## src/rtl/spi_pkg.sv

```systemverilog
// Shared constants for spi_master_gen: FSM state encoding and SPI mode codes.
package spi_pkg;

  typedef logic [1:0] state_t;

  localparam state_t ST_IDLE  = 2'd0;
  localparam state_t ST_SETUP = 2'd1;
  localparam state_t ST_XFER  = 2'd2;
  localparam state_t ST_HOLD  = 2'd3;

  // SPI modes encoded as {cpol, cpha}
  localparam logic [1:0] MODE0 = 2'b00;
  localparam logic [1:0] MODE1 = 2'b01;
  localparam logic [1:0] MODE2 = 2'b10;
  localparam logic [1:0] MODE3 = 2'b11;

endpackage

```

## src/rtl/spi_sck_gen.sv

```systemverilog
// SCK generator: toggles sck every CLK_DIV cycles while run=1, parks at cpol otherwise.
// Latency: first edge CLK_DIV cycles after run rises; strobes are valid in the cycle whose closing edge moves sck.
// No backpressure; run is the only control.
module spi_sck_gen #(
  parameter int CLK_DIV = 2
) (
  input  logic clk,
  input  logic rst,
  input  logic run,
  input  logic cpol,
  output logic sck,
  output logic lead_stb,
  output logic trail_stb
);

  localparam int DW = $clog2(CLK_DIV + 1);
  localparam logic [DW-1:0] DIV_LAST = DW'(CLK_DIV - 1);

  logic [DW-1:0] div_cnt_q, div_cnt_d;
  logic          sck_q, sck_d;
  logic          tick;

  always_comb begin
    tick      = run && (div_cnt_q == DIV_LAST);
    div_cnt_d = div_cnt_q;
    sck_d     = sck_q;
    if (!run) begin
      div_cnt_d = '0;
      sck_d     = cpol;
    end else if (tick) begin
      div_cnt_d = '0;
      sck_d     = ~sck_q;
    end else begin
      div_cnt_d = div_cnt_q + DW'(1);
    end
  end

  always_ff @(posedge clk) begin
    if (rst) begin
      div_cnt_q <= '0;
      sck_q     <= 1'b0;
    end else begin
      div_cnt_q <= div_cnt_d;
      sck_q     <= sck_d;
    end
  end

  assign sck       = sck_q;
  assign lead_stb  = tick && (sck_q == cpol);
  assign trail_stb = tick && (sck_q != cpol);

endmodule

```

## src/rtl/spi_master_gen.sv

```systemverilog
// Full-duplex SPI master, runtime CPOL/CPHA, NUM_SS selects; SPI_MASTER_LSB_FIRST_EN adds lsb_first.
// Latency: done pulses (2*DATA_LEN+2)*CLK_DIV+1 cycles after start is accepted.
// start is only taken while busy=0; requests during a transfer are dropped, not queued.
module spi_master_gen
  import spi_pkg::*;
#(
  parameter int DATA_LEN = 8,
  parameter int NUM_SS   = 1,
  parameter int CLK_DIV  = 2,
  localparam int SS_W    = (NUM_SS > 1) ? $clog2(NUM_SS) : 1
) (
  input  logic                clk,
  input  logic                rst,
  input  logic                start,
  input  logic                cpol,
  input  logic                cpha,
  input  logic [SS_W-1:0]     ss_sel,
  input  logic [DATA_LEN-1:0] tx_data,
`ifdef SPI_MASTER_LSB_FIRST_EN
  input  logic                lsb_first,
`endif
  output logic [DATA_LEN-1:0] rx_data,
  output logic                busy,
  output logic                done,
  output logic                sck,
  output logic                mosi,
  input  logic                miso,
  output logic [NUM_SS-1:0]   ss_n
);

  localparam int DW = $clog2(CLK_DIV + 1);
  localparam int EW = $clog2(2 * DATA_LEN + 1);
  localparam logic [DW-1:0] PH_LAST   = DW'(CLK_DIV - 1);
  localparam logic [EW-1:0] EDGE_LAST = EW'(2 * DATA_LEN - 1);

  state_t                state_q, state_d;
  logic [DW-1:0]         ph_cnt_q, ph_cnt_d;
  logic [EW-1:0]         edge_cnt_q, edge_cnt_d;
  logic                  cpol_q, cpol_d, cpha_q, cpha_d;
  logic [SS_W-1:0]       ss_sel_q, ss_sel_d;
  logic [DATA_LEN-1:0]   tx_sh_q, tx_sh_d, rx_sh_q, rx_sh_d, rx_data_q, rx_data_d;
  logic                  mosi_q, mosi_d, busy_q, busy_d, fin_q, fin_d, done_q, done_d;
  logic [NUM_SS-1:0]     ss_n_q, ss_n_d;
  logic                  accept, lead_stb, trail_stb, last_edge, ph_end;
  logic                  samp_on_lead, sample_ev, drive_ev, lsb_in, lsb_mode;

`ifdef SPI_MASTER_LSB_FIRST_EN
  logic lsb_first_q;
  always_ff @(posedge clk) begin
    if (rst)         lsb_first_q <= 1'b0;
    else if (accept) lsb_first_q <= lsb_first;
  end
  assign lsb_in   = lsb_first;
  assign lsb_mode = lsb_first_q;
`else
  assign lsb_in   = 1'b0;
  assign lsb_mode = 1'b0;
`endif

  assign accept    = start && !busy_q;
  assign last_edge = trail_stb && (edge_cnt_q == EDGE_LAST);
  assign ph_end    = (ph_cnt_q == PH_LAST);

  spi_sck_gen #(.CLK_DIV(CLK_DIV)) u_sck_gen (
    .clk      (clk),
    .rst      (rst),
    .run      (state_q == ST_XFER),
    .cpol     (cpol_q),
    .sck      (sck),
    .lead_stb (lead_stb),
    .trail_stb(trail_stb)
  );

  always_ff @(posedge clk) begin
    if (rst) state_q <= ST_IDLE;
    else     state_q <= state_d;
  end

  always_comb begin
    state_d = state_q;
    case (state_q)
      ST_IDLE:  if (accept)    state_d = ST_SETUP;
      ST_SETUP: if (ph_end)    state_d = ST_XFER;
      ST_XFER:  if (last_edge) state_d = ST_HOLD;
      ST_HOLD:  if (ph_end)    state_d = ST_IDLE;
      default:                 state_d = ST_IDLE;
    endcase
  end

  // Pin-side controls trail the state by one cycle; fin_q bridges HOLD exit to the done cycle.
  always_comb begin
    ss_n_d = '1;
    if (state_q != ST_IDLE) begin
      for (int i = 0; i < NUM_SS; i++) begin
        if (ss_sel_q == SS_W'(i)) ss_n_d[i] = 1'b0;
      end
    end
    fin_d  = (state_q == ST_HOLD) && ph_end;
    done_d = fin_q;
    busy_d = accept || (busy_q && !fin_q);
  end

  always_comb begin
    ph_cnt_d   = '0;
    if ((state_q == ST_SETUP || state_q == ST_HOLD) && !ph_end) ph_cnt_d = ph_cnt_q + DW'(1);
    edge_cnt_d = edge_cnt_q;
    if (accept)                    edge_cnt_d = '0;
    else if (lead_stb || trail_stb) edge_cnt_d = edge_cnt_q + EW'(1);

    samp_on_lead = 1'b1;
    unique case ({cpol_q, cpha_q})
      MODE0, MODE2: samp_on_lead = 1'b1;
      MODE1, MODE3: samp_on_lead = 1'b0;
    endcase
    sample_ev = samp_on_lead ? lead_stb : trail_stb;
    drive_ev  = samp_on_lead ? (trail_stb && !last_edge) : lead_stb;

    cpol_d    = cpol_q;
    cpha_d    = cpha_q;
    ss_sel_d  = ss_sel_q;
    tx_sh_d   = tx_sh_q;
    rx_sh_d   = rx_sh_q;
    mosi_d    = mosi_q;
    rx_data_d = fin_q ? rx_sh_q : rx_data_q;
    if (accept) begin
      cpol_d   = cpol;
      cpha_d   = cpha;
      ss_sel_d = ss_sel;
      rx_sh_d  = '0;
      tx_sh_d  = tx_data;
      // cpha=0 puts the first bit on mosi before the first leading edge
      if (!cpha) begin
        mosi_d  = lsb_in ? tx_data[0] : tx_data[DATA_LEN-1];
        tx_sh_d = lsb_in ? (tx_data >> 1) : (tx_data << 1);
      end
    end else begin
      if (drive_ev) begin
        mosi_d  = lsb_mode ? tx_sh_q[0] : tx_sh_q[DATA_LEN-1];
        tx_sh_d = lsb_mode ? (tx_sh_q >> 1) : (tx_sh_q << 1);
      end
      if (sample_ev) begin
        rx_sh_d = lsb_mode ? {miso, rx_sh_q[DATA_LEN-1:1]} : {rx_sh_q[DATA_LEN-2:0], miso};
      end
    end
  end

  always_ff @(posedge clk) begin
    if (rst) begin
      ph_cnt_q   <= '0;
      edge_cnt_q <= '0;
      cpol_q     <= 1'b0;
      cpha_q     <= 1'b0;
      ss_sel_q   <= '0;
      tx_sh_q    <= '0;
      rx_sh_q    <= '0;
      rx_data_q  <= '0;
      mosi_q     <= 1'b0;
      ss_n_q     <= '1;
      busy_q     <= 1'b0;
      fin_q      <= 1'b0;
      done_q     <= 1'b0;
    end else begin
      ph_cnt_q   <= ph_cnt_d;
      edge_cnt_q <= edge_cnt_d;
      cpol_q     <= cpol_d;
      cpha_q     <= cpha_d;
      ss_sel_q   <= ss_sel_d;
      tx_sh_q    <= tx_sh_d;
      rx_sh_q    <= rx_sh_d;
      rx_data_q  <= rx_data_d;
      mosi_q     <= mosi_d;
      ss_n_q     <= ss_n_d;
      busy_q     <= busy_d;
      fin_q      <= fin_d;
      done_q     <= done_d;
    end
  end

  assign rx_data = rx_data_q;
  assign busy    = busy_q;
  assign done    = done_q;
  assign mosi    = mosi_q;
  assign ss_n    = ss_n_q;

endmodule
```

## config.mk

```make
export PLATFORM = sky130hd
export DESIGN_NAME = spi_master_gen
export DESIGN_NICKNAME = d
export VERILOG_FILES = /design/src/rtl/spi_pkg.sv /design/src/rtl/spi_sck_gen.sv /design/src/rtl/spi_master_gen.sv
export SDC_FILE = /design/constraint.sdc
export NUM_CORES = 1
export LEC_CHECK = 0
export ABC_AREA = 0
export BUFFER_PORTS_ARGS = -buffer_cell sky130_fd_sc_hd__buf_4
export CAP_MARGIN = 5
export CORE_ASPECT_RATIO = 0.8
export CORE_MARGIN = 2
export CORE_UTILIZATION = 50
export DETAILED_ROUTE_END_ITERATION = 10
export HOLD_SLACK_MARGIN = 0.06
export PLACE_DENSITY = 0.78
export SLEW_MARGIN = 20
export SYNTH_ARGS = -nofsm -noshare
export SYNTH_HDL_FRONTEND = slang
export SYNTH_SLANG_ARGS = --single-unit
```

## constraint.sdc

```tcl
create_clock -name clk -period 3.1 [get_ports clk]
set_input_delay 0.62 -clock clk [delete_from_list [all_inputs] [get_ports clk]]
set_output_delay 0.62 -clock clk [all_outputs]
set_load 0.01 [all_outputs]
```

==> results of run 1 <==
## stage by stage
stage	setup slack [ns]	cell area [um2]	hold slack, ns
floorplan	1.176	1874	0.3978
global placement	1.099	2103	0.4060
detailed placement	0.9962	2103	0.4148
CTS	0.9691	2193	0.4264
global route	0.8869	2193	0.4417
finish	0.9939	2193	0.4226
## cells in the mapped netlist (4+ instances only)
cell type and count:
sky130_fd_sc_hd__dfxtp_1 44, sky130_fd_sc_hd__nor2_1 30, sky130_fd_sc_hd__mux2i_1 28, sky130_fd_sc_hd__a211oi_1 18, sky130_fd_sc_hd__nor2b_1 10, sky130_fd_sc_hd__ha_1 8
sky130_fd_sc_hd__nand2_1 6, sky130_fd_sc_hd__clkbuf_1 5, sky130_fd_sc_hd__inv_1 5, sky130_fd_sc_hd__buf_1 4
## cells in the final DEF (no fill, tap or decap), drive strengths merged
cell,n
mux2i,29
nor2b,10
nor4bb,1
nand4b,1
dfxtp,44
nand2b,3
ha,8
o21ai,1
xnor2,3
buf,28
xor2,2
inv,5
a21oi,3
and2,1
xnor3,1
clkbuf,8
and3,3
nor2,30
nand4,2
nand3,1
nor3,2
o21bai,1
a211oi,18
nand2,6
or3,1
o21a,1
o31ai,1
## flip-flops by register name, indices dropped and copies added, names as in the netlist, 2 cells and up
register,flops
rx_data,8
rx_sh_q,8
tx_sh_q,8
edge_cnt_q,5
ph_cnt_q,2
state_q,2
u_sck_gen.div_cnt_q,2
## worst max-delay path by stage
stage | slack, ns | from | to | cells after the start
3_3_place_gp | 1.10 | start | edge_cnt_q[4] | 4
2_1_floorplan | 1.18 | edge_cnt_q[0] | mosi | 7
6_report | 0.99 | edge_cnt_q[0] | tx_sh_q[2] | 7
3_5_place_dp | 1.0 | edge_cnt_q[0] | tx_sh_q[2] | 7
5_1_grt | 0.89 | edge_cnt_q[0] | tx_sh_q[6] | 7
4_1_cts | 0.97 | edge_cnt_q[0] | tx_sh_q[2] | 7
## area by class of cell
class,instances,area [um2],area share [%]
clock buffers,8,90.09,4.107
well taps,42,52.55,2.396
inverters,5,18.77,0.8557
multi-input cells,129,940.9,42.90
repair buffers,28,210.2,9.584
flip-flops and latches,44,880.8,40.16
## layer usage
metal	vias to the layer above	part of all wire, %
li1	700	-
met1	651	46
met2	25	47
met3	9	4.3
met4	0	2.6
met5	-	0
## critical path, stage by stage, from the launching register on
cell and delay [ns]:
sky130_fd_sc_hd__dfxtp_1 0.34, sky130_fd_sc_hd__ha_1 0.21, sky130_fd_sc_hd__and3_1 0.18, sky130_fd_sc_hd__ha_1 0.19, sky130_fd_sc_hd__nor4bb_1 0.45, sky130_fd_sc_hd__mux2i_4 0.23
sky130_fd_sc_hd__mux2i_1 0.17, sky130_fd_sc_hd__a211oi_1 0.25
## kinds of logic (layout without fill, tap and decap cells)
| group | Yosys count | in the layout | synth area share [%] |
|---|---|---|---|
| AND/OR/NAND/NOR | 61 | 61 | 15.69 |
| XOR/XNOR | 6 | 6 | 3.538 |
| AO/OA/AOI/OAI | 25 | 25 | 9.479 |
| multiplexers | 29 | 29 | 16.15 |
| adder cells (fa/ha/maj) | 8 | 8 | 5.341 |
| buffers and inverters | 14 | 41 | 2.804 |
| flip-flops | 44 | 44 | 47.00 |
## power by group through the flow
stage	logic, mW	registers, mW	clock network, mW
after global routing	0.247	0.634	0.399
after CTS	0.225	0.630	0.373
after floorplan	0.153	0.640	0
after detailed placement	0.224	0.643	0
final	0.226	0.629	0.357
after global placement	0.206	0.640	0
==> results, run 1 <==
- The run finished with clean final reports.
- The min-delay analysis places its worst path in the category register to register.
- The deepest clock path buffer count is 2.
- The core region is between 0.003 and 0.004 mm2.
- Of the cells placed in the final design, the portion with a size suffix greater than 1 is roughly 16%.
- The worst hold path begins at u_sck_gen.div_cnt_q[0].
- Setup repair after global routing left no endpoint under its margin.
- The critical path required time is 3.30 ns.
- In the global route stage, met2 resource usage came out at between 20% and 30%.
- During synthesis, Yosys emitted a total of 0 warnings.
- In this run, the clock network consumes roughly 30% of the power.
- The share of synthesized area in the top cell type comes to between 40% and 50%.
- The number of top-level pins is 28.
- The endpoint of the worst hold path is u_sck_gen.div_cnt_q[0].
- By area the synthesized netlist is led by sky130_fd_sc_hd__dfxtp_1 47%, sky130_fd_sc_hd__mux2i_1 15%, sky130_fd_sc_hd__a211oi_1 7.2%.
- Summed over all nets, the half-perimeter wirelength after detailed placement is approximately 2500 um.
- The first-pass GRT wire length is about 5600 um.
- Sequential cells were found to cover 47.00% of the synthesized design area.
- Between clock sinks in the finished design, the worst skew comes to about 0.0055 ns.
- Clock latency on the worst-skew pair, taken at its later pin, is 0.29 ns.
- The headroom to the max-slew limit is 52.50%.
- The count of instances resized after the clock tree is built is 0.
- Counting instances, the worst hold path has a depth of 1.
- Global routing consumed, over all layers together, between 10% and 20% of the routing resources.
- The TritonCTS clock tree is done.
- Using the TritonRoute via totals, the vias-per-cell ratio works out to between 5 and 6.
- The worst setup slack for register-to-register paths is slightly below 1 ns.
- The achievable frequency is ~470 MHz.
- Overall power consumption after layout is estimated at between 1 and 1.5 mW.
- STA classifies the critical path startpoint as a register.
- The combinational power share is 18.7%.
- The total of buffers placed on input and output ports is 27.
- The most used flip-flop cell after synthesis is sky130_fd_sc_hd__dfxtp_1.
- The number of global-route vias before repair came to roughly 1300.
- 0 antenna diodes ended up in the layout.
- The total power divided by cell area is around 550 mW/mm2.
- After synthesis, the netlist uses 28 different library cells.
- In the final routed layout, each cell accounts on average for ~13 um.
- The final weighted congestion in routability-driven placement is between 0.7 and 0.8.
- The first-pass detailed-route iteration total is 4.
- The final setup violation count is 0.
- The finished layout holds around 260 standard cells, fillers aside.
- The leading area contributor after synthesis is sky130_fd_sc_hd__dfxtp_1.
- The routed layout has around 1400 vias.
- The final core utilization is around 62%.
- The worst-path maximum fanout is 9.
- The fraction of registers with async set or reset after synthesis is 0%.
- The post-synthesis instance area is ~0.0019 mm2.
- The startpoint of the lowest-slack register-to-register path is edge_cnt_q[0].
- Clock-pin slew was measured on the worst setup and hold paths at about 0.07 ns.
- For this design, the CTS-stage hold fixing added 0 buffers.
- Max-cap violations in this run came to 0.
- The signal arrival time at the worst endpoint is between 2 and 2.5 ns.
- In the global route stage, met1 resource usage came out at roughly 20%.
- The count of final max-slew check failures is 0.
- The synthesized design contains 0 enable-type register cells.
- The synthesized netlist net count is 210.
- The detailed router finished its first iteration with 46 violations.
- The clock sink total is 44.
- For this run, the post-layout net count is ~240.
- The met3 capacity usage during global routing is around 6.7%.
- The final wirelength is about 3400 um.
- The worst setup path is of the register to register kind.
- Measured along the y axis, the die boundary spans a little under 60 um.
- The post-route minimum period is 2.106 ns.
- The aggregate negative setup slack is 0 ns.
- The switching share of power is about a quarter.
- The floorplan has 19 rows.
- In this run the post-CTS setup repair buffer count came out at 0.
- Entering global routing, the biggest net connects 33 pins.
- The most crowded layer after global routing is met2.
- The internal power of the cells totals just under 900 uW.
- Sequential cells burn approximately half of the power.
- The number of clock buffers added by TritonCTS is 5.
- STA classifies the critical path endpoint as a register.
- The reg-to-reg critical path endpoint is tx_sh_q[2].
- The transition time of the tightest slew-check pin is 0.7126 ns.
- Each instance of the synthesized netlist takes up on average 10.02 um2.
- For this run the aggregate overflow at the end of global routing stands at 0.
- After detailed routing, the number of remaining DRC violations is 0.
- Measured along the x axis, the die boundary spans 72.45 um.
- The final-layout fill cell count is between 300 and 400.
- The area growth from synthesis to layout is 17.02%.
- After synthesis the netlist holds a flip-flop and latch count of 44.
- The post-placement cell count is 248.
- VDD sags by at most roughly 0.35 mV.
- The number of cells on the worst reg-to-reg path is 7.
- The count of final hold-check violations was 0.
- The net switching component of the power is about 320 uW.
- Once the floorplan was initialized, standard cells occupied 53.27% of the core.
- The detail route stage leaves a number of antenna-violating nets equal to 0.
- The share of the clock period used by the worst path after layout is between 60% and 70%.
- The clock tree synthesis step divided the H-tree into 2 levels.
- The clock tree root driver cell is sky130_fd_sc_hd__clkbuf_8.
- The floorplan die area is about 0.0043 mm2.
- The leakage power is 0.9575 nW.
- The initial antenna violation count was 0.
- Synthesis produced about 190 cells.
Power figures use the tool's default switching activity.
==> run 2, diff against run 1 <==
Settings changed: ABC_AREA 0 to 1, PLACE_DENSITY 0.78 to 0.81.
Clock period 3.1 ns to 1.7 ns, I/O delays scaled along.
==> run 2 against run 1 <==
Synthesized cell count up 44%. Clock-buffer cell count down 2. Critical endpoint is now tx_sh_q[3]. Wire length is 19% higher. Combinational power up 120%.
==> results, run 2 <==
- The mean area per synthesized cell is 7.313 um2 (-27%).
- The worst setup slack for register-to-register paths is 0.11 ns (-0.89 ns).
- The area added between synthesis and finish is 21.55%.
- The number of cells on the worst reg-to-reg path came to 10 (+3).
- For this run, the leading register cell type out of synthesis is sky130_fd_sc_hd__dfxtp_1.
- The average wire per cell in the routed design is 11.33 um (-15%).
- The count of final max-slew check failures is 0 (unchanged).
- The top cell type's share of synthesized area was 44.61% (-2.4 points).
- The pin count of the biggest net entering global routing was 19 (-42%).
- The combinational power share is 19.7% (+1.0 points).
- The placeable core region was 0.003804 mm2 (+8.1%).
- The final critical-path setup slack came to 0.1081 ns (-0.8858 ns).
- The site row count is 20 (+1).
- In this design, the largest share of critical-path delay is due to simple AND/OR/NAND/NOR gates.
- The net total in the final layout is 324 (+37%).
- Leaving out fill and tap cells, the most frequent cells in the layout are 62 x sky130_fd_sc_hd__nor2_1, 44 x sky130_fd_sc_hd__nand2_1, 44 x sky130_fd_sc_hd__dfxtp_1.
- The final setup violation count is 0 (unchanged).
- The total half-perimeter wirelength after legalization and detailed placement is 2788 um (+13%).
- The filler-free cell count of the finished design is 357 (+39%).
- The synthesized netlist net count was 293 (+40%).
- The die height is 60.21 um (+2.5%).
- The aggregate global routing overflow is 0 (unchanged).
- The final wirelength is 4045 um (+19%).
- The number of top-level pins is 28 (unchanged).
- The fraction of registers with async set or reset after synthesis is 0% (unchanged).
- The insertion delay of the later-clocked pin in the worst-skew pair came to 0.30 ns (about the same).
- The most frequent standard cell in the layout excluding fill and tap cells is sky130_fd_sc_hd__nor2_1.
- STA classifies the critical path startpoint as a register.
- The worst vdd rail ir drop was 1.058 mV (+200%).
- The run finished with clean final reports.
- The net switching component of the power is 681.3 uW (+110%).
- The initial antenna violation count is 0 (unchanged).
- The number of maximum-capacitance constraint violations came to 0 (unchanged).
- The post-cts hold buffer count is 0 (unchanged).
- The most used standard cell by instance count after synthesis is sky130_fd_sc_hd__nor2_1.
- The critical path launch point is edge_cnt_q[0].
- The horizontal die dimension is 74.26 um (+2.5%).
- The number of global-route vias before repair was 1449 (+9.3%).
- The count of final hold-check violations is 0 (unchanged).
- The critical path required time is 1.94 ns (-1.36 ns).
- The detailed-route DRC error count is 0 (unchanged).
- In this run the worst setup path terminates at tx_sh_q[3].
- The via count is 1728 (+25%).
- Of all cell types, the one taking the most synthesized area is sky130_fd_sc_hd__dfxtp_1.
- The clock sink total is 44 (unchanged).
- The worst setup path is captured at a register.
- The worst setup skew after layout is 0.01119 ns (+0.005739 ns).
- The clock tree root driver cell is sky130_fd_sc_hd__clkbuf_8.
- The via-per-instance ratio is 4.840 (-11%).
- The first-pass detailed-route iteration total came to 4 (unchanged).
- The signal arrival time at the worst endpoint is 1.83 ns (-0.48 ns).
- The final weighted congestion in routability-driven placement came to 0.7882 (+8.1%).
- The logic depth of the worst setup path including buffers is 10 (+3).
- The share of the clock period used by the worst path after layout is 93.64% (+26 points).
- The relative contribution of the clock network to total power is 33.6% (+4.2 points).
- The total power divided by cell area is 1031 mW/mm2 (+87%).
- In the synthesized netlist, the cells that appear most often are 63 x sky130_fd_sc_hd__nor2_1, 44 x sky130_fd_sc_hd__dfxtp_1, 44 x sky130_fd_sc_hd__nand2_1.
- The worst-case setup slack after placement was 0.09170 ns (-0.9045 ns).
- The cell count after synthesis is 270 (+44%).
- The post-CTS setup buffer count is 0 (unchanged).
- The leakage power is 1.132 nW (+18%).
- The worst-path maximum fanout is 8 (-1).
- The deepest clock path buffer count is 2 (unchanged).
- The post-synthesis instance area is 0.001974 mm2 (+5.3%).
- The number of synthesized register bits is 44 (unchanged).
- The worst-case hold slack is 0.2659 ns (-0.1567 ns).
- The number of enable flip-flop cells after synthesis is 0 (unchanged).
- The slowest library cell on the worst path is sky130_fd_sc_hd__dfxtp_1.
- The path class of the tightest hold or removal check is input port to register.
- The number of warnings printed during yosys synthesis is 0 (unchanged).
- The total of buffers placed on input and output ports is 27 (unchanged).
- The number of buffers created by CTS is 5 (unchanged).
- The critical path class is register to register.
- The post-placement cell count is 348 (+40%).
- Yosys attributes the largest share of cell area to sky130_fd_sc_hd__dfxtp_1 45%, sky130_fd_sc_hd__nor2_1 12%, sky130_fd_sc_hd__nand2_1 8.4%.
- The number of unique standard cell types used by synthesis is 26 (-7.1%).
- The transition time of the tightest slew-check pin was 0.4825 ns (-0.2300 ns).
- The final-layout fill cell count is 357 (+13%).
- The number of routed nets with antenna violations is 0 (unchanged).
- The ratio of cells with drive above 1 in the final layout is 18.21% (+1.9 points).
- The buffers plus inverters on the worst setup path came to 2 (+2).
- The achievable frequency is 628.2 MHz (+32%).
- The cell internal power dissipation is 1.793 mW (+100%).
- The relative contribution of sequential cells to total power is 46.7% (-5.2 points).
- The startpoint of the lowest-slack register-to-register path is edge_cnt_q[0].
- The first-pass GRT wire length is 6306 um (+13%).
- The post-synthesis sequential area ratio is 44.61% (-2.4 points).
- The maximum level of the CTS H-tree was 2 (unchanged).
- The clock slew at the register clock pins of the worst setup and hold paths came to 0.08 ns (about the same).
- Walking the worst path, the cells encountered are ha_1 -> inv_1 -> nor3_2 -> ha_1 -> nor2_2 -> nand3_4 -> nand3_4 -> nand3_1 -> inv_1 -> nor2_1.
- The area taken by flip-flops and latches came to 880.8 um2 (unchanged).
- The switching share of power is 27.53% (+0.88 points).
- The antenna cell count came to 0 (unchanged).
- The reg-to-reg critical path endpoint is tx_sh_q[3].
- The post-route minimum period is 1.592 ns (-0.5142 ns).
- The headroom to the max-slew limit is 67.80% (+15 points).
- The combined area of the multi-input logic cells is 964.7 um2 (+2.5%).
- The number of cells on the worst hold path is 3 (+2).
- The floorplan die area is 0.004471 mm2 (+5.0%).
- TritonCTS built the clock tree.
- The overall track demand over capacity in global routing came to 18.68% (+1.4 points).
- The violation count after the first detailed-routing iteration is 149 (+220%).
- The largest incremental delay on the critical path is 0.37 ns (-0.08 ns).
- The count of instances resized after the clock tree is built is 0 (unchanged).
- The total power was 2.474 mW (+100%).
- The initial core utilization is 51.91% (-1.4 points).
==> run 2: logic make-up after synthesis <==
group	after synthesis	share of synthesized area (%)
simple gates	134	29.34
compound gates	46	12.80
flops	44	44.61
buf+inv	38	8.174
fa+ha+maj	8	5.070
==> run 2: metal layers <==
| layer | part of all wire (%) | GRT usage, % | up-vias |
|---|---|---|---|
| met4 | 1.1 | 6.122 | 0 |
| met1 | 50 | 25.05 | 763 |
| met3 | 4.5 | 5.059 | 4 |
| met2 | 45 | 29.34 | 36 |
| li1 | - | - | 925 |
| met5 | 0 | 0 | - |
==> run 2: worst min path at each step <==
stage	from	to	slack, ns
floorplan	ph_cnt_q[0]	ph_cnt_q[0]	0.40
finish	ss_sel	ss_sel_q	0.27
global route	miso	rx_sh_q[0]	0.27
global placement	ph_cnt_q[0]	ph_cnt_q[0]	0.41
CTS	ss_sel	ss_sel_q	0.26
detailed placement	u_sck_gen.div_cnt_q[0]	u_sck_gen.div_cnt_q[0]	0.41
==> run 2: power by group through the flow <==
stage                     sequential (mW)  clock, mW  combinational, mW
after CTS                            1.15      0.854              0.483
after global routing                 1.16      0.896              0.561
final                                1.16      0.832              0.487
after global placement               1.18          0              0.462
after floorplan                      1.17          0              0.335
after detailed placement             1.18          0              0.478
==> run 2: final cells by class <==
| type | count | share of cell area (%) |
|---|---|---|
| Timing Repair Buffer | 32 | 10.53 |
| Clock buffer | 6 | 3.441 |
| Multi-Input combinational cell | 189 | 40.20 |
| Clock inverter | 2 | 1.616 |
| Inverter | 29 | 4.640 |
| Sequential cell | 44 | 36.70 |
| Tap cell | 55 | 2.868 |
==> run 2: worst min-delay path, cell delays in order <==
cell and delay (ns):
sky130_fd_sc_hd__buf_4 0.08, sky130_fd_sc_hd__nor2_1 0.03, sky130_fd_sc_hd__nor2_1 0.08
==> run 2: per-stage QoR <==
step                      util, %  instance area [um2]  TNS [ns]
final                       63.09                 2400         0
after global routing        63.09                 2400  -0.01735
after global placement      58.98                 2243         0
after CTS                   62.17                 2365         0
after detailed placement    58.98                 2243         0
after floorplan                 -                 1974         0
==> run 3, diff against run 2 <==
Settings changed: SYNTH_HIERARCHICAL set to 1.
==> run 3 against run 2 <==
Wire length is 3.5% lower. Fmax decreased by 4.8%. Sequential cell count unchanged. Die area is 1.5% higher. Critical endpoint is now edge_cnt_q[2]. Largest power group unchanged. Highest routed layer unchanged.
==> results, run 3 <==
- The aggregate negative setup slack is 0 ns (unchanged).
- The number of enable flip-flop cells after synthesis is 0 (unchanged).
- The violation count after the first detailed-routing iteration was 77 (-48%).
- The global routing usage on met2 came to 27.69% (-1.7 points).
- The clock slew at the register clock pins of the worst setup and hold paths is 0.08 ns (about the same).
- The routing usage on met1 was 24.97% (-0.077 points).
- The headroom to the max-slew limit came to 72.04% (+4.2 points).
- The final setup violation count is 0 (unchanged).
- The largest incremental delay on the critical path is 0.38 ns (about the same).
- The number of synthesized register bits is 44 (unchanged).
- The tightest min-delay check is of the input port to register type.
- The net total in the final layout is 320 (-1.2%).
- The antenna cell count is 0 (unchanged).
- The final critical-path setup slack came to 0.02708 ns (-0.08106 ns).
- The number of maximum-capacitance constraint violations is 0 (unchanged).
- In the post-synthesis netlist, the biggest area contributors are sky130_fd_sc_hd__dfxtp_1 44%, sky130_fd_sc_hd__nand2_1 9.5%, sky130_fd_sc_hd__nor2_1 6.7%.
- The most frequent standard cell in the layout excluding fill and tap cells is sky130_fd_sc_hd__nand2_1.
- The number of top-level pins is 28 (unchanged).
- The signal arrival time at the worst endpoint came to 1.86 ns (+0.03 ns).
- The initial antenna violation count is 0 (unchanged).
- The die height is 60.65 um (+0.74%).
- The aggregate global routing overflow is 0 (unchanged).
- STA classifies the critical path endpoint as a register.
- The clock tree root driver cell is sky130_fd_sc_hd__clkbuf_8.
- The count of final max-slew check failures was 0 (unchanged).
- Compared with the post-synthesis result, the final layout area differs by 18.47%.
- The total power is 2.520 mW (+1.9%).
- The ratio of cells with drive above 1 in the final layout is 18.86% (+0.64 points).
- The total half-perimeter wirelength after legalization and detailed placement is 2734 um (-1.9%).
- The clock sink total is 44 (unchanged).
- The final standard cell area without fillers is 0.002376 mm2 (-0.99%).
- After synthesis, the most frequently instantiated cells are 51 x sky130_fd_sc_hd__nand2_1, 44 x sky130_fd_sc_hd__dfxtp_1, 36 x sky130_fd_sc_hd__nor2_1.
- The maximum level of the CTS H-tree is 2 (unchanged).
- The total power divided by cell area is 1061 mW/mm2 (+2.9%).
- The horizontal die dimension is 74.81 um (+0.75%).
- The post-route minimum period is 1.673 ns (+0.08106 ns).
- The achievable frequency is 597.8 MHz (-4.8%).
- The site row count is 20 (unchanged).
- The cell count after synthesis came to 267 (-1.1%).
- The leakage power came to 1.074 nW (-5.2%).
- The flow ran to the end, and the final reports show no timing, DRC or antenna violations.
- The overall track demand over capacity in global routing is 18.93% (+0.26 points).
- The post-synthesis instance area was 0.002006 mm2 (+1.6%).
- The final-layout fill cell count came to 352 (-1.4%).
- The number of routed nets with antenna violations was 0 (unchanged).
- The first-pass detailed-route iteration total was 4 (unchanged).
- The number of global-route vias before repair is 1465 (+1.1%).
- The fraction of registers with async set or reset after synthesis is 0% (unchanged).
- The number of unique standard cell types used by synthesis came to 25 (-3.8%).
- The via-per-instance ratio is 4.855 (+0.31%).
- The worst-case hold slack was 0.2898 ns (+0.02391 ns).
- The deepest clock path buffer count is 2 (unchanged).
- The floorplan die area is 0.004537 mm2 (+1.5%).
- The number of buffers created by CTS was 5 (unchanged).
- The worst-case setup slack after placement is 0.05512 ns (-0.03659 ns).
- The top cell type's share of synthesized area is 43.92% (-0.70 points).
- The TritonCTS clock tree is done.
- The slowest library cell on the worst path is sky130_fd_sc_hd__dfxtp_1.
- The number of warnings printed during yosys synthesis is 6 (+6).
- met2 is the most crowded layer.
- The placeable core region came to 0.003829 mm2 (+0.66%).
- The final wirelength is 3905 um (-3.5%).
- The final weighted congestion in routability-driven placement is 0.8860 (+12%).
- The worst setup path is of the register to register kind.
- The count of final hold-check violations is 0 (unchanged).
- The total of buffers placed on input and output ports is 27 (unchanged).
- The average wire per cell in the routed design is 11.09 um (-2.1%).
- The via count is 1709 (-1.1%).
- Setup repair after global routing could not meet its margin everywhere.
- The post-CTS setup buffer count is 0 (unchanged).
- The share of the clock period used by the worst path after layout is 98.41% (+4.8 points).
- The worst setup skew after layout is 0.007853 ns (-0.003340 ns).
- Traced cell by cell, the critical path runs through inv_1 -> ha_1 -> nand2_1 -> nor2_4 -> nor2_2 -> inv_2 -> a21oi_1 -> nor3_1.
- The mean area per synthesized cell is 7.512 um2 (+2.7%).
- The worst vdd rail ir drop is 0.5868 mV (-45%).
- The worst-path maximum fanout is 6 (-2).
- The worst setup path is launched from a register.
- The first-pass GRT wire length is 6361 um (+0.87%).
- sky130_fd_sc_hd__dfxtp_1 takes more of the synthesized area than any other cell.
- The post-synthesis sequential area ratio was 43.92% (-0.70 points).
- The initial core utilization is 52.39% (+0.48 points).
- The dominant synthesized flop cell is sky130_fd_sc_hd__dfxtp_1.
- The insertion delay of the later-clocked pin in the worst-skew pair is 0.31 ns (about the same).
- The most used standard cell by instance count after synthesis is sky130_fd_sc_hd__nand2_1.
- The post-cts hold buffer count was 0 (unchanged).
- The transition time of the tightest slew-check pin is 0.4189 ns (-0.06366 ns).
- The detailed-route DRC error count came to 0 (unchanged).
- The met3 capacity usage during global routing is 6.146% (+1.1 points).
- The synthesized netlist net count is 291 (-0.68%).
- The pin count of the biggest net entering global routing is 24 (+5).
- The critical path required time is 1.89 ns (-0.05 ns).
- The post-place instance area is 0.002218 mm2 (-1.1%).
- In the layout the commonest cells are 51 x sky130_fd_sc_hd__nand2_1, 43 x sky130_fd_sc_hd__dfxtp_1, 34 x sky130_fd_sc_hd__nor2_1.
[run 3: worst max-delay path: cells and delay by family, from the launching register on]
family | cells | cell delay (ns)
and+or+nand+nor | 4 | 0.57
DFF | 1 | 0.38
adders and majority gates | 1 | 0.23
AOI/OAI and AO/OA | 1 | 0.17
buffers and inverters | 2 | 0.20
[run 3: kinds of logic after synthesis]
group           after synthesis  share of synthesized area (%)
buf+inv                      45                          10.67
fa+ha+maj                     9                          5.615
compound gates               47                          11.85
simple gates                120                          27.07
xor+xnor                      2                         0.8735
flops                        44                          43.92
[run 3: final cells by class]
cell class | count | area (um2) | area share (%)
inverter | 38 | 152.6 | 6.424
tap | 55 | 68.82 | 2.896
multi-input combinational | 179 | 947.2 | 39.86
clock buffer | 5 | 68.82 | 2.896
sequential | 44 | 882.1 | 37.12
timing repair buffer | 28 | 210.2 | 8.847
clock inverter | 3 | 46.29 | 1.948
[run 3: where the power goes]
part / switching, mW / leakage (nW) / total [mW] / internal [mW]
Sequential: 0.0569 / 0.359 / 1.17 / 1.11
Clock: 0.371 / 0.0548 / 0.813 / 0.442
Combinational: 0.320 / 0.660 / 0.538 / 0.217
[run 3: path summary, 6_finish.rpt]
kind	startpoint	endpoint	slack (ns)	cells after the start
setup / recovery	state_q[0]	edge_cnt_q[2]	0.03	8
hold / removal	cpol	cpol_q	0.29	3
setup reg to reg	state_q[0]	edge_cnt_q[2]	0.03	8
hold reg to reg	u_sck_gen/div_cnt_q[0]	u_sck_gen/div_cnt_q[0]	0.43	1
[run 3: metal layers]
layer	wire length, um	vias to the layer above	part of all wire, %
met5	0	-	0
met4	91	0	2.3
met3	211	9	5.4
met2	1731	37	44
met1	1871	755	48
li1	-	908	-
[run 3: timing repair]
action,in CTS,in global routing
pin swaps,0,1
gates cloned,0,1
setup endpoints to repair,1,19
gates resized for setup,1,11
[run 3: stage by stage]
| stage | util, % | cells |
|---|---|---|
| floorplan | - | 267 |
| global placement | 57.94 | 343 |
| detailed placement | 57.94 | 343 |
| CTS | 61.01 | 351 |
| global route | 62.06 | 352 |
| finish | 62.06 | 352 |
